==> config.mk <==
export PLATFORM = sky130hd
export DESIGN_NAME = mmio_timer_flat
export DESIGN_NICKNAME = d
export VERILOG_FILES = /design/src/rtl/mmio_timer_if.sv /design/src/rtl/mmio_timer.sv /design/src/flat_wrapper.sv
export SDC_FILE = /design/constraint.sdc
export NUM_CORES = 1
export LEC_CHECK = 0
export CORE_ASPECT_RATIO = 1.4
export CORE_MARGIN = 2
export CORE_UTILIZATION = 55
export CTS_BUF_LIST = sky130_fd_sc_hd__clkbuf_8
export DETAILED_ROUTE_END_ITERATION = 16
export GPL_TIMING_DRIVEN = 1
export PLACE_DENSITY_LB_ADDON = 0.3
export SYNTH_ARGS = -nofsm -noshare
export SYNTH_HDL_FRONTEND = slang
export SYNTH_SLANG_ARGS = --single-unit
==> constraint.sdc <==
create_clock -name clk_i -period 3.7 [get_ports clk_i]
set_input_delay 0.925 -clock clk_i [delete_from_list [all_inputs] [get_ports clk_i]]
set_output_delay 0.925 -clock clk_i [all_outputs]
set_load 0.1 [all_outputs]
==> src/rtl/mmio_timer_if.sv <==
// mmio_timer_if: data-bus responder signals between the core initiator and the timer.
interface mmio_timer_if;
   logic [31:0] address;
   logic [31:0] write_data;
   logic [3:0]  write_mask;
   logic        write_enable;
   logic        read_enable;
   logic [31:0] read_data;
   logic        read_valid;
   logic        irq;
   modport master (output address, write_data, write_mask, write_enable, read_enable,
                   input read_data, read_valid, irq);
   modport slave  (input address, write_data, write_mask, write_enable, read_enable,
                   output read_data, read_valid, irq);
endinterface

==> src/rtl/mmio_timer.sv <==
// mmio_timer: memory-mapped 64-bit prescaled timer with compare, sticky match and level irq.
// Define MMIO_TIMER_LATCH_EN to latch MTIME[63:32] on a MTIME_LO read for atomic 64-bit reads.
module mmio_timer #(
   parameter logic [31:0] BASE_ADDR  = 32'hB000_0000,
   parameter int          PRESCALE_W = 16
) (
   input logic         clk_i,
   input logic         rst_ni,
   mmio_timer_if.slave bus
);
   logic [2:0]            ctrl_q, ctrl_d;
   logic [PRESCALE_W-1:0] pre_q, pre_d, pcnt_q, pcnt_d;
   logic [63:0]           mtime_q, mtime_d, mtime_t, cmp_q, cmp_d;
   logic                  match_q, match_d, irq_q, rvalid_q;
   logic [31:0]           rdata_q, rdat, hi_rd;
   logic                  hit, wr, rd, tick, per_hit, unused_addr;
   logic [2:0]            off;
   logic [31:0]           wd;
   logic [3:0]            m;

   function automatic logic [31:0] bmask(input logic [31:0] o, input logic [31:0] n, input logic [3:0] k);
      logic [31:0] r;
      for (int i = 0; i < 4; i++) r[8*i+:8] = k[i] ? n[8*i+:8] : o[8*i+:8];
      return r;
   endfunction

   assign hit         = bus.address[31:5] == BASE_ADDR[31:5];
   assign off         = bus.address[4:2];
   assign unused_addr = ^bus.address[1:0];
   assign wr          = bus.write_enable & hit;
   assign rd          = bus.read_enable & hit;
   assign wd          = bus.write_data;
   assign m           = bus.write_mask;

`ifdef MMIO_TIMER_LATCH_EN
   logic [31:0] shadow_q;
   always_ff @(posedge clk_i or negedge rst_ni)
      if (!rst_ni) shadow_q <= '0;
      else if (rd && off == 3'd2) shadow_q <= mtime_q[63:32];
   assign hi_rd = shadow_q;
`else
   assign hi_rd = mtime_q[63:32];
`endif

   always_comb begin
      tick    = ctrl_q[0] & (pcnt_q == pre_q);
      per_hit = tick & ctrl_q[1] & (mtime_q == cmp_q);
      ctrl_d  = (wr && off == 3'd0 && m[0]) ? wd[2:0] : ctrl_q;
      pre_d   = (wr && off == 3'd1) ? PRESCALE_W'(bmask(32'(pre_q), wd, m)) : pre_q;
      pcnt_d  = (!ctrl_q[0] || tick || (wr && off == 3'd1)) ? '0 : pcnt_q + 1'b1;
      mtime_t = !tick ? mtime_q : per_hit ? '0 : mtime_q + 64'd1;
      // A software write to one half wins over the tick and leaves the other half untouched.
      mtime_d = (wr && off == 3'd2) ? {mtime_q[63:32], bmask(mtime_q[31:0], wd, m)} :
                (wr && off == 3'd3) ? {bmask(mtime_q[63:32], wd, m), mtime_q[31:0]} : mtime_t;
      cmp_d   = (wr && off == 3'd4) ? {cmp_q[63:32], bmask(cmp_q[31:0], wd, m)} :
                (wr && off == 3'd5) ? {bmask(cmp_q[63:32], wd, m), cmp_q[31:0]} : cmp_q;
      match_d = per_hit | (ctrl_q[0] & ~ctrl_q[1] & (mtime_q >= cmp_q)) |
                (match_q & ~(wr && off == 3'd6 && m[0] && wd[0]));
      rdat    = off == 3'd0 ? {29'd0, ctrl_q} :
                off == 3'd1 ? 32'(pre_q) :
                off == 3'd2 ? mtime_q[31:0] :
                off == 3'd3 ? hi_rd :
                off == 3'd4 ? cmp_q[31:0] :
                off == 3'd5 ? cmp_q[63:32] :
                off == 3'd6 ? {31'd0, match_q} : '0;
   end

   always_ff @(posedge clk_i or negedge rst_ni)
      if (!rst_ni) begin
         ctrl_q   <= '0;
         pre_q    <= '0;
         pcnt_q   <= '0;
         mtime_q  <= '0;
         cmp_q    <= '1;
         match_q  <= 1'b0;
         irq_q    <= 1'b0;
         rdata_q  <= '0;
         rvalid_q <= 1'b0;
      end else begin
         ctrl_q   <= ctrl_d;
         pre_q    <= pre_d;
         pcnt_q   <= pcnt_d;
         mtime_q  <= mtime_d;
         cmp_q    <= cmp_d;
         match_q  <= match_d;
         irq_q    <= match_q & ctrl_q[2];
         rvalid_q <= rd;
         if (rd) rdata_q <= rdat;
      end

   assign bus.read_data  = rdata_q;
   assign bus.read_valid = rvalid_q;
   assign bus.irq        = irq_q;
endmodule
==> src/flat_wrapper.sv <==
// flat-port wrapper written by rule: the top's interface ports become plain ports
module mmio_timer_flat 
#(
   parameter logic [31:0] BASE_ADDR  = 32'hB000_0000,
   parameter int          PRESCALE_W = 16
)
  (clk_i, rst_ni, bus_address, bus_write_data, bus_write_mask, bus_write_enable, bus_read_enable, bus_read_data, bus_read_valid, bus_irq);
  mmio_timer_if bus_i ();
  input logic clk_i;
  input logic rst_ni;
  input wire logic [$bits(bus_i.address)-1:0] bus_address;
  input wire logic [$bits(bus_i.write_data)-1:0] bus_write_data;
  input wire logic [$bits(bus_i.write_mask)-1:0] bus_write_mask;
  input wire logic [$bits(bus_i.write_enable)-1:0] bus_write_enable;
  input wire logic [$bits(bus_i.read_enable)-1:0] bus_read_enable;
  output wire logic [$bits(bus_i.read_data)-1:0] bus_read_data;
  output wire logic [$bits(bus_i.read_valid)-1:0] bus_read_valid;
  output wire logic [$bits(bus_i.irq)-1:0] bus_irq;
  assign bus_i.address = bus_address;
  assign bus_i.write_data = bus_write_data;
  assign bus_i.write_mask = bus_write_mask;
  assign bus_i.write_enable = bus_write_enable;
  assign bus_i.read_enable = bus_read_enable;
  assign bus_read_data = bus_i.read_data;
  assign bus_read_valid = bus_i.read_valid;
  assign bus_irq = bus_i.irq;
  mmio_timer #(.BASE_ADDR(BASE_ADDR), .PRESCALE_W(PRESCALE_W)) u_core (.clk_i(clk_i), .rst_ni(rst_ni), .bus(bus_i));
endmodule
After elaboration in Yosys (flattened, before gate mapping)
Index checks and enable logic that the tools add are counted.

operators by class
  mux-type cells = 17
  $add $sub $neg = 2
  div/mod/pow operators = 0
  reductions and logical operators = 34
  order comparisons = 1
  bitwise logic cells = 15
  equality and inequality tests = 18
  shift operators = 0
  $mul = 0

operator list
  operator                                                count
  two-way mux 32 bit                                      8
  two-way mux 64 bit                                      3
  adder 64 x 1 -> 64 bit (second input constant)          1
  == test 64 bit                                          1
  >= comparator 64 bit                                    1
  AND reduction 3 bit                                     12
  two-way mux 8 bit                                       4
  == test 27 bit (second input constant)                  1
  adder 16 x 1 -> 16 bit (second input constant)          1
  == test 16 bit                                          1
  two-way mux 16 bit                                      1
  inequality test 2 bit (second input constant)           8
  AND reduction 2 bit                                     6
  logical AND 1 bit                                       10
  bitwise AND 1 bit                                       9
  == test 3 bit (second input constant)                   3
  == test 3 x 2 -> 1 bit (second input constant)          2
  inverter 1 bit                                          4
  nonzero test 2 bit                                      2
  == test 3 x 1 -> 1 bit (second input constant)          1
  zero test 3 bit                                         1
  logical OR 1 bit                                        2
  inequality test 2 x 1 -> 1 bit (second input constant)  1
  OR 1 bit                                                2
  2 further kinds                                         2

storage, ports and cells
  word-level logic and storage cells = 111
  bits of input ports = 72
  register bits after elaboration = 198
  RAM bits = 0
  latch bits = 0
  ROM bits = 0
  output and inout bits = 34
  memories = 0

Logic depth before layout (Yosys ltp)
Gate-level depths: netlist (run 1).

  word-level depth = 8
  gate-level depth with buffers = 11
  mapped depth without buffers = 9

Worst setup path before layout (run 1)
OpenSTA, ideal clock, no wires.

  kind = input port to flip-flop
  start = input bus_address[22]
  end = register u_core.mtime_q[49]
  data required time = 3574 ps
  stages on the path = 10
  path buffers = 3
  data arrival time = 3099 ps
  path slack = 475 ps
  library setup time = 126 ps
  cell sequence = or4b_1 -> or3_1 -> buf_2 -> nor4_4 -> buf_6 -> nand2_1 -> a21oi_2 -> buf_4 -> o32ai_1 -> a221o_1

on the way
  cells in the longest elaborated chain, start to end = 5
  elaborated cells on any way between the ends = 9
  classes of those cells = eq/ne: 2; mux: 1; bitwise: 2; reduce/logical: 4

RTL lines
  element                                                         RTL line                            RTL
  start, declared                                                 flat_wrapper.sv:11                  input wire logic [$bits(bus_i.address)-1:0] bus_address;
  == test 27 bit (*)                                              mmio_timer.sv:27                    assign hit = bus.address[31:5] == BASE_ADDR[31:5];
  bitwise AND 1 bit (*)                                           mmio_timer.sv:30                    assign wr = bus.write_enable & hit;
  logical AND 1 bit (on tied branches)                            mmio_timer.sv:54, mmio_timer.sv:53
  inequality test 2 bit (no source line) (tied with other cells)  -
  AND reduction 3 bit (no source line)                            -
  end signal, assigned                                            mmio_timer.sv:83                    mtime_q <= mtime_d;
  end, declared                                                   mmio_timer.sv:13                    logic [63:0] mtime_q, mtime_d, mtime_t, cmp_q, cmp_d;

Mark *: on every way between the ends. The rest lies on a longest branch, timed or not. The select of a mux whose other input is x is not followed.
A chain may end at the register's enable or synchronous reset.

Worst setup path in the final report (run 1)
  start = register u_core.pre_q[13]
  end = register u_core.mtime_q[60]

on the way
  cells in the longest elaborated chain, start to end = 7
  elaborated cells on any way between the ends = 9
  classes of those cells = eq/ne: 1; mux: 3; bitwise: 3; reduce/logical: 2

RTL lines
  element                           RTL line          RTL
  start, declared                   mmio_timer.sv:12  logic [PRESCALE_W-1:0] pre_q, pre_d, pcnt_q, pcnt_d;
  start signal, assigned            mmio_timer.sv:81  pre_q <= pre_d;
  == test 16 bit (*)                mmio_timer.sv:46  tick = ctrl_q[0] & (pcnt_q == pre_q);
  bitwise AND 1 bit (*)             mmio_timer.sv:46
  bitwise AND 1 bit (2 in series)   mmio_timer.sv:47  per_hit = tick & ctrl_q[1] & (mtime_q == cmp_q);
  two-way mux 64 bit (2 in series)  mmio_timer.sv:51  mtime_t = !tick ? mtime_q : per_hit ? '0 : mtime_q + 64'd1;
  two-way mux 64 bit                mmio_timer.sv:54  (wr && off == 3'd3) ? {bmask(mtime_q[63:32], wd, m), mtime_q[31:0]} : mtime_t;

Marked as above.

==> results.yml, run 1 <==
sta:
  whs_ns: 0.338
  max_freq_ghz: 0.299
  min_period_ns: 3.35
  max_slew_margin_pct: 34.0
  final-hold-violation-count: 0
  finClkSkew_ns: 0.0179
  grt_setup_unrepaired: "false"
  fin_crit_sh_pct: 90.5
  setup_tns_ns: 0
  finalMaxSlewViolations: 0
  tightest_slew_ns: 0.986
  finalSetupViolCount: 0
run_status:
  status: "finished, final reports clean"
worst_setup_path:
  crit_type: "flip-flop to flip-flop"
  worst-path-max-fanout: 8
  setup.worst_path.start_class: "flip-flop"
  regToRegStartpoint: "u_core.pre_q[13]$_DFFE_PN0P_"
  crit_required_ns: 4.14
  r2r_slack_ns: 0.35
  r2r_end: "u_core.mtime_q[60]$_DFFE_PN0P_"
  crit_path_end_kind: "flip-flop"
  r2r_cells: 7
  cp.arrival_ns: 3.79
route:
  dr.first_iter.drc_count: 920
  wl_per_cell_um: 21.9
  route.met2.wl_um: 19200
  antenna_left: 0
  viasPerCell: 6.56
  wl_met3_um: 2410
  routed.top_layer: "met4"
  met1_length_um: 14500
  num_vias: 11534
  dr.pass1.iters: 6
  drt_wl_total_um: 38600
  drc: 0
clock_network:
  cts_buffers: 17
  cts_tree: "built"
  clockBufferDepth: 2
  cts.clk_slew.worst_paths_ns: 0.11
  insertion_delay_ns: 0.50
  clock-root-buffer: "clkbuf_8"
  post-cts-setup-buffers: 0
  cts.sink_count: 198
  cts_resized: 0
  htreeDepth: 4
  hold_buffers: 0
floorplan:
  core.rowCount: 65
  ios: 106
  start_util_pct: 56.1
  dieHeight_um: 183
  die_w_um: 132
  coreArea_um2: 22500
  dieArea_um2: 24200
layout:
  nets: 1583
  diodes: 0
  layout-drive-gt1-share_pct: 22.7
  num-fill-cells: 1861
  syn_to_final_growth_pct: 18.3
  utilization_pct: 66.4
logic_synthesis:
  synth_area_um2: 12600
  ys.warnings.count: 0
  asyncSetResetFlopFracSynth_pct: 100
  synth_cell_type_count: 72
  ys.flop_type: "dfrtp_1"
  ys_seq_elements: 198
  syn-num-nets: 1433
  netlist_instances: 1295
  seq_area_frac_synth_pct: 39.8
  syn_avg_cell_area_um2: 9.76
  synth_edf_count: 0
pwr:
  max-vdd-ir-drop_mv: 0.225
  p_leak_nw: 6.29
  power_density_nw_per_um2: 260
  finalPower_w: 0.00388
global_route:
  track_usage_pct: 32.6
  grt_pass1_vias: 11523
  grt_max_degree: 88
  grt_overflow_total: 0
  antenna_found_initial: 0
  grt_pass1_wl_um: 61700
placed_design:
  place.gp.congestion: 0.969
  io_buffers: 103
  dpl.hpwl_um: 29000
worst_hold_path:
  hold_path_class: "input port to async pin"
job:
  maxCapViolCount: 0
==> through the flow <==
stage | setup slack, ns | instance area (um^2) | instances
finish | 0.351 | 14900 | 1759
global route | 0.224 | 14900 | 1759
CTS | 0.401 | 14900 | 1759
detailed placement | -0.136 | 14500 | 1727
global placement | -0.117 | 14500 | 1727
floorplan | 0.475 | 12600 | 1295
==> where the power goes <==
group / switching, W / internal (W) / leakage [nW]
clock: 0.000856 / 0.000615 / 0.192
combinational: 0.000146 / 0.000100 / 3.68
sequential: 0.0000000339 / 0.00217 / 2.42
==> sequential cells by signal, summed over array words and instances (netlist names) <==
name	cells
u_core.pre_q	16
u_core.bus.read_data	32
u_core.ctrl_q	3
u_core.pcnt_q	16
u_core.match_q	1
u_core.mtime_q	64
u_core.bus.irq	1
u_core.bus.read_valid	1
u_core.cmp_q	64
==> area by class of cell <==
type                       instances  area (um^2)  share of cell area (%)
clock buffer                      17          234                    1.57
clock inverter                    15          168                    1.12
inverter                          94          353                    2.36
multi-input combinational        937         6970                    46.6
sequential                       198         5030                    33.7
tap                              301          377                    2.52
timing repair buffer             197         1810                    12.1
==> cell usage in the layout, fill, tap and decap left out, drive strengths merged, types with 11 or more instances in the layout <==
master,count
a21o,15
a21oi,49
o211ai,11
nand2,74
o221ai,29
inv,100
ha,66
dfstp,64
nor3,25
clkbuf,18
nor4,23
o21a,30
o22ai,14
nor2,63
mux2i,50
nand4,44
o21ai,69
a22oi,28
and3,32
buf,115
dfrtp,134
nand3,38
mux2,89
xor2,23
a22o,23
and2,16
clkdlybuf4s50,81
==> worst max-delay path, cell delays in order, from the launching register on <==
cell,delay [ns]
dfrtp_1,0.42
xor2_1,0.18
nor4_1,0.44
nand4_1,0.37
nor3_2,0.80
nand2_1,0.40
or4_1,0.59
nand3_1,0.09
==> cell families (layout without fill, tap and decap cells) <==
group | after synthesis | in the layout | share of synthesized area, %
and+or+nand+nor | 360 | 360 | 15.4
AOI/OAI and AO/OA | 341 | 341 | 18.9
DFF | 198 | 198 | 39.8
buffers and inverters | 160 | 323 | 5.18
muxes | 140 | 140 | 12.1
adders and majority gates | 66 | 66 | 6.54
xor gates and xnor gates | 30 | 30 | 2.08
==> metal layers <==
| metal | GRT usage [%] | vias to the layer above |
|---|---|---|
| met5 | 0 | - |
| met4 | 19.9 | 0 |
| met3 | 5.53 | 149 |
| met2 | 56.5 | 545 |
| met1 | 37.6 | 5677 |
| li1 | - | 5163 |
==> Yosys cell counts (34+ instances only) <==
master	count	share of area [%]
nor2_1	63	1.9
dfstp_2	64	13
nand3_1	38	1.5
clkbuf_1	34	1.0
mux2i_1	50	4.0
dfrtp_1	134	27
mux2_2	89	7.9
a21oi_1	45	1.8
o21ai_0	56	2.2
ha_1	66	6.5
nand2_1	74	2.2
nand4_1	44	2.2
inv_1	94	2.8
==> worst max-delay path by stage <==
| stage | startpoint | slack (ns) | endpoint |
|---|---|---|---|
| global route | bus_address[17] | 0.22 | u_core.mtime_q[50]$_DFFE_PN0P_ |
| floorplan | bus_address[22] | 0.48 | u_core.mtime_q[49]$_DFFE_PN0P_ |
| CTS | bus_address[17] | 0.40 | u_core.mtime_q[50]$_DFFE_PN0P_ |
| detailed placement | bus_address[17] | -0.14 | u_core.mtime_q[50]$_DFFE_PN0P_ |
| global placement | bus_address[17] | -0.12 | u_core.mtime_q[50]$_DFFE_PN0P_ |
| finish | u_core.pre_q[13]$_DFFE_PN0P_ | 0.35 | u_core.mtime_q[60]$_DFFE_PN0P_ |
Note: power is estimated with default switching activity, not from simulation.
==> run 2, diff against run 1 <==
==> constraint.sdc (replaced) <==
create_clock -name clk_i -period 3.7 [get_ports clk_i]
set_input_delay 0.555 -clock clk_i [delete_from_list [all_inputs] [get_ports clk_i]]
set_output_delay 0.555 -clock clk_i [all_outputs]
set_load 0.1 [all_outputs]
==> results.yml, run 2 (same netlist as run 1, synthesis figures left out) <==
clock_network:
  hold_buffers: 0
  cts_buffers: 17
  cts.sink_count: 198
  insertion_delay_ns: 0.49
  cts_resized: 0
  cts.clk_slew.worst_paths_ns: 0.11
  clockBufferDepth: 2
  clock-root-buffer: "clkbuf_8"
  cts_tree: "built"
  htreeDepth: 4
  post-cts-setup-buffers: 0
worst_setup_path:
  crit_required_ns: 4.08
  crit_path_end_kind: "flip-flop"
  worst-path-max-fanout: 11
  crit_type: "flip-flop to flip-flop"
  setup.worst_path.start_class: "flip-flop"
  cp.arrival_ns: 3.53
floorplan:
  dieArea_um2: 24200
  ios: 106
  dieHeight_um: 183
  coreArea_um2: 22500
  start_util_pct: 56.1
  die_w_um: 132
  core.rowCount: 65
sta:
  max_freq_ghz: 0.317
  tightest_slew_ns: 0.991
  grt_setup_unrepaired: "false"
  min_period_ns: 3.15
  finClkSkew_ns: 0.0178
  setup_tns_ns: 0
  max_slew_margin_pct: 33.7
  whs_ns: 0.158
  fin_crit_sh_pct: 85.2
  final-hold-violation-count: 0
  finalMaxSlewViolations: 0
  finalSetupViolCount: 0
route:
  antenna_left: 0
  dr.pass1.iters: 6
  dr.first_iter.drc_count: 946
  viasPerCell: 6.55
  wl_per_cell_um: 22.0
  drt_wl_total_um: 37900
  drc: 0
  num_vias: 11285
layout:
  nets: 1548
  layout.cells.non_filler: 1724
  diodes: 0
  layout-drive-gt1-share_pct: 19.3
  final_common_cell: "dfrtp_1"
  layout_common_cells: "dfrtp_1 (134), clkdlybuf4s50_1 (101), inv_1 (95)"
  num-fill-cells: 1870
  syn_to_final_growth_pct: 15.9
global_route:
  track_usage_pct: 32.0
  use_met3_pct: 4.42
  grt.busiest_layer: "met2"
  grt_pass1_vias: 11375
  grt_pass1_wl_um: 60500
  grt_overflow_total: 0
  met1_usage_pct: 37.9
  antenna_found_initial: 0
  grt_max_degree: 101
  met2_usage_pct: 55.5
placed_design:
  io_buffers: 103
  post-place-cells: 1692
  place.gp.congestion: 0.976
  dpl.hpwl_um: 28300
pwr:
  p_leak_nw: 6.05
  max-vdd-ir-drop_mv: 0.220
  power_density_nw_per_um2: 259
run_status:
  status: "finished, final reports clean"
job:
  maxCapViolCount: 0
worst_hold_path:
  hold_path_class: "input port to async pin"
[run 2: changes by cell type in the layout (fill, tap and decap cells not counted), sizes merged]
cell / delta
inv: -1
buf: -55
bufinv: -1
clkbuf: +1
clkdlybuf4s50: +20
clkinv: +1
[run 2: where the power goes]
group	internal (W)	switching, W
registers	0.00217	0.0000000363
clock network	0.000555	0.000821
logic	0.0000978	0.000146
total	0.00282	0.000967
[run 2: area by class of cell]
class	instances	area, um^2	share of cell area (%)
Clock buffer	18	248	1.69
Clock inverter	14	126	0.863
Inverter	94	353	2.41
Multi-Input combinational cell	937	6970	47.6
Sequential cell	198	5030	34.4
Tap cell	301	377	2.57
Timing Repair Buffer	162	1540	10.5
[run 2: worst max-delay path, stage by stage, from the launching register on]
cell,delay [ns]
dfstp_2,0.56
inv_1,0.04
ha_1,0.29
nand4_1,0.26
nor4_1,0.36
buf_4,0.19
nand4_1,0.14
or2_2,0.47
nand2_1,0.32
nor3_1,0.09
a221o_1,0.31
[run 2: stage by stage]
stage	cell area (um^2)	setup slack, ns	util, %	total power (W)
floorplan	12600	0.845	-	0.00227
global placement	14300	0.190	63.4	0.00245
detailed placement	14300	0.159	63.4	0.00245
CTS	14600	0.623	65.0	0.00381
global route	14600	0.280	65.0	0.00392
finish	14600	0.547	65.0	0.00379
[run 2: routing by layer]
| metal | up-vias | share of wire [%] | wire length (um) |
|---|---|---|---|
| met1 | 5562 | 38 | 14500 |
| met5 | - | 0 | 0 |
| met2 | 496 | 50 | 19100 |
| li1 | 5098 | - | - |
| met3 | 129 | 5.6 | 2140 |
| met4 | 0 | 5.7 | 2150 |
[run 2: path summary, 6_finish.rpt]
| check | to | slack, ns | startpoint | depth (start not counted) |
|---|---|---|---|---|
| worst max-delay path | u_core.mtime_q[49]$_DFFE_PN0P_ | 0.55 | u_core.cmp_q[21]$_DFFE_PN1P_ | 10 |
| worst min-delay path | u_core.bus.read_valid$_DFF_PN0_ | 0.16 | rst_ni | 1 |
| worst max register to register | u_core.mtime_q[49]$_DFFE_PN0P_ | 0.55 | u_core.cmp_q[21]$_DFFE_PN1P_ | 10 |
| worst min register to register | u_core.bus.read_data[31]$_DFFE_PN0P_ | 0.50 | u_core.bus.read_data[31]$_DFFE_PN0P_ | 1 |
| max in group asynchronous | u_core.cmp_q[48]$_DFFE_PN1P_ | 2.60 | rst_ni | 2 |
| min in group clk_i | u_core.bus.read_data[31]$_DFFE_PN0P_ | 0.50 | u_core.bus.read_data[31]$_DFFE_PN0P_ | 1 |
==> run 3, diff against run 2 <==
--- a/config.mk
+++ b/config.mk
@@ -11,6 +11,7 @@
 export CTS_BUF_LIST = sky130_fd_sc_hd__clkbuf_8
 export DETAILED_ROUTE_END_ITERATION = 16
 export GPL_TIMING_DRIVEN = 1
+export MAX_ROUTING_LAYER = met4
 export PLACE_DENSITY_LB_ADDON = 0.3
 export SYNTH_ARGS = -nofsm -noshare
 export SYNTH_HDL_FRONTEND = slang
==> results.yml, run 3 (same netlist as run 1, synthesis figures left out) <==
run_status:
  status: "finished, final reports clean"
worst_setup_path:
  crit_path_end_kind: "flip-flop"
  setup.worst_path.start_class: "flip-flop"
  crit_required_ns: 4.10
  cp_common_cell: "nand4_1"
  cp.arrival_ns: 3.55
  slowest_stage: "dfstp_2"
  slowest_delay_ns: 0.55
  crit_type: "flip-flop to flip-flop"
  worst-path-max-fanout: 11
  r2r_slack_ns: 0.55
  path_cells: "inv_1 > ha_1 > nand4_1 > nor4_1 > buf_4 > nand4_1 > or2_2 > nand2_1 > nor3_1 > a221o_1"
layout:
  num-fill-cells: 1850
  syn_to_final_growth_pct: 16.6
  nets: 1550
  layout-drive-gt1-share_pct: 19.4
  layout_common_cells: "dfrtp_1 (134), clkdlybuf4s50_1 (101), inv_1 (96)"
  diodes: 0
  final_common_cell: "dfrtp_1"
route:
  drc: 0
  dr.pass1.iters: 5
  viasPerCell: 6.51
  wl_per_cell_um: 22.0
  num_vias: 11238
  antenna_left: 0
  dr.first_iter.drc_count: 832
  drt_wl_total_um: 38000
sta:
  tightest_slew_ns: 0.981
  min_period_ns: 3.15
  max_freq_ghz: 0.317
  max_slew_margin_pct: 34.4
  setup_tns_ns: 0
  finClkSkew_ns: 0.0173
  fin_crit_sh_pct: 85.2
  grt_setup_unrepaired: "false"
  finalSetupViolCount: 0
  final-hold-violation-count: 0
  setup_ws_ns: 0.546
  whs_ns: 0.142
  finalMaxSlewViolations: 0
clock_network:
  cts_buffers: 17
  clock-root-buffer: "clkbuf_8"
  insertion_delay_ns: 0.51
  cts_resized: 0
  clockBufferDepth: 2
  cts.sink_count: 198
  cts_tree: "built"
  htreeDepth: 4
  cts.clk_slew.worst_paths_ns: 0.10
  post-cts-setup-buffers: 0
  hold_buffers: 0
placed_design:
  place_ws_ns: 0.120
  dpl.hpwl_um: 28200
  io_buffers: 103
  place.gp.congestion: 0.978
floorplan:
  core.rowCount: 65
  die_w_um: 132
  dieHeight_um: 183
  coreArea_um2: 22500
  start_util_pct: 56.1
  ios: 106
  dieArea_um2: 24200
global_route:
  track_usage_pct: 32.9
  grt_pass1_wl_um: 60600
  grt_max_degree: 96
  grt_overflow_total: 0
  grt_pass1_vias: 11323
  antenna_found_initial: 0
pwr:
  power_density_nw_per_um2: 270
  p_leak_nw: 6.11
  max-vdd-ir-drop_mv: 0.222
worst_hold_path:
  hold_path_class: "input port to async pin"
job:
  maxCapViolCount: 0
==> run 3: cell types whose count changed in the layout (fill, tap and decap cells not counted) <==
cell | before | now
inv_1 | 95 | 96
clkinv_4 | 2 | 5
inv_6 | 4 | 0
buf_4 | 55 | 57
bufinv_16 | 1 | 4
clkbuf_8 | 19 | 20
clkinvlp_4 | 4 | 0
==> run 3: metal layers <==
layer,wire [um],up-vias,GRT usage [%]
met3,2040,122,4.70
met1,14700,5556,37.6
met5,0,-,-
met4,2030,0,18.0
li1,-,5100,-
met2,19200,460,55.8
==> run 3: final cells by class <==
class / instances / area, um^2 / area share [%]
clock buffer: 19 / 262 / 1.78
clock inverter: 13 / 181 / 1.23
inverter: 94 / 353 / 2.40
multi-input combinational: 937 / 6970 / 47.3
sequential: 198 / 5030 / 34.2
tap: 301 / 377 / 2.56
timing repair buffer: 164 / 1550 / 10.5
==> run 3: worst paths after layout <==
path,start,to,cells past startpoint
max,u_core.cmp_q[30]$_DFFE_PN1P_,u_core.mtime_q[49]$_DFFE_PN0P_,10
min,rst_ni,u_core.bus.read_valid$_DFF_PN0_,1
max reg2reg,u_core.cmp_q[30]$_DFFE_PN1P_,u_core.mtime_q[49]$_DFFE_PN0P_,10
min reg2reg,u_core.bus.read_data[27]$_DFFE_PN0P_,u_core.bus.read_data[27]$_DFFE_PN0P_,1
max in group asynchronous,rst_ni,u_core.cmp_q[12]$_DFFE_PN1P_,2
min in group clk_i,u_core.bus.read_data[27]$_DFFE_PN0P_,u_core.bus.read_data[27]$_DFFE_PN0P_,1
==> run 3: power by group <==
| part | internal, W | switching (W) |
|---|---|---|
| combinational | 0.0000984 | 0.000146 |
| sequential | 0.00217 | 0.0000000316 |
| clock | 0.000770 | 0.000799 |
| total | 0.00303 | 0.000944 |
==> run 3: worst max-delay path: cells and delay by family, from the launching register on <==
kind	cells	cell delay, ns
buf+inv	2	0.24
simple gates	6	1.68
compound gates	1	0.30
fa+ha+maj	1	0.29
flops	1	0.55
==> run 3: metrics by stage <==
stage          area [um^2]  power, W  cells  util, %
2_1_floorplan        12600   0.00227   1295        -
3_3_place_gp         14300   0.00245   1694     63.4
3_5_place_dp         14300   0.00245   1694     63.4
4_1_cts              14700   0.00399   1726     65.4
5_1_grt              14700   0.00409   1726     65.4
6_report             14700   0.00398   1726     65.4
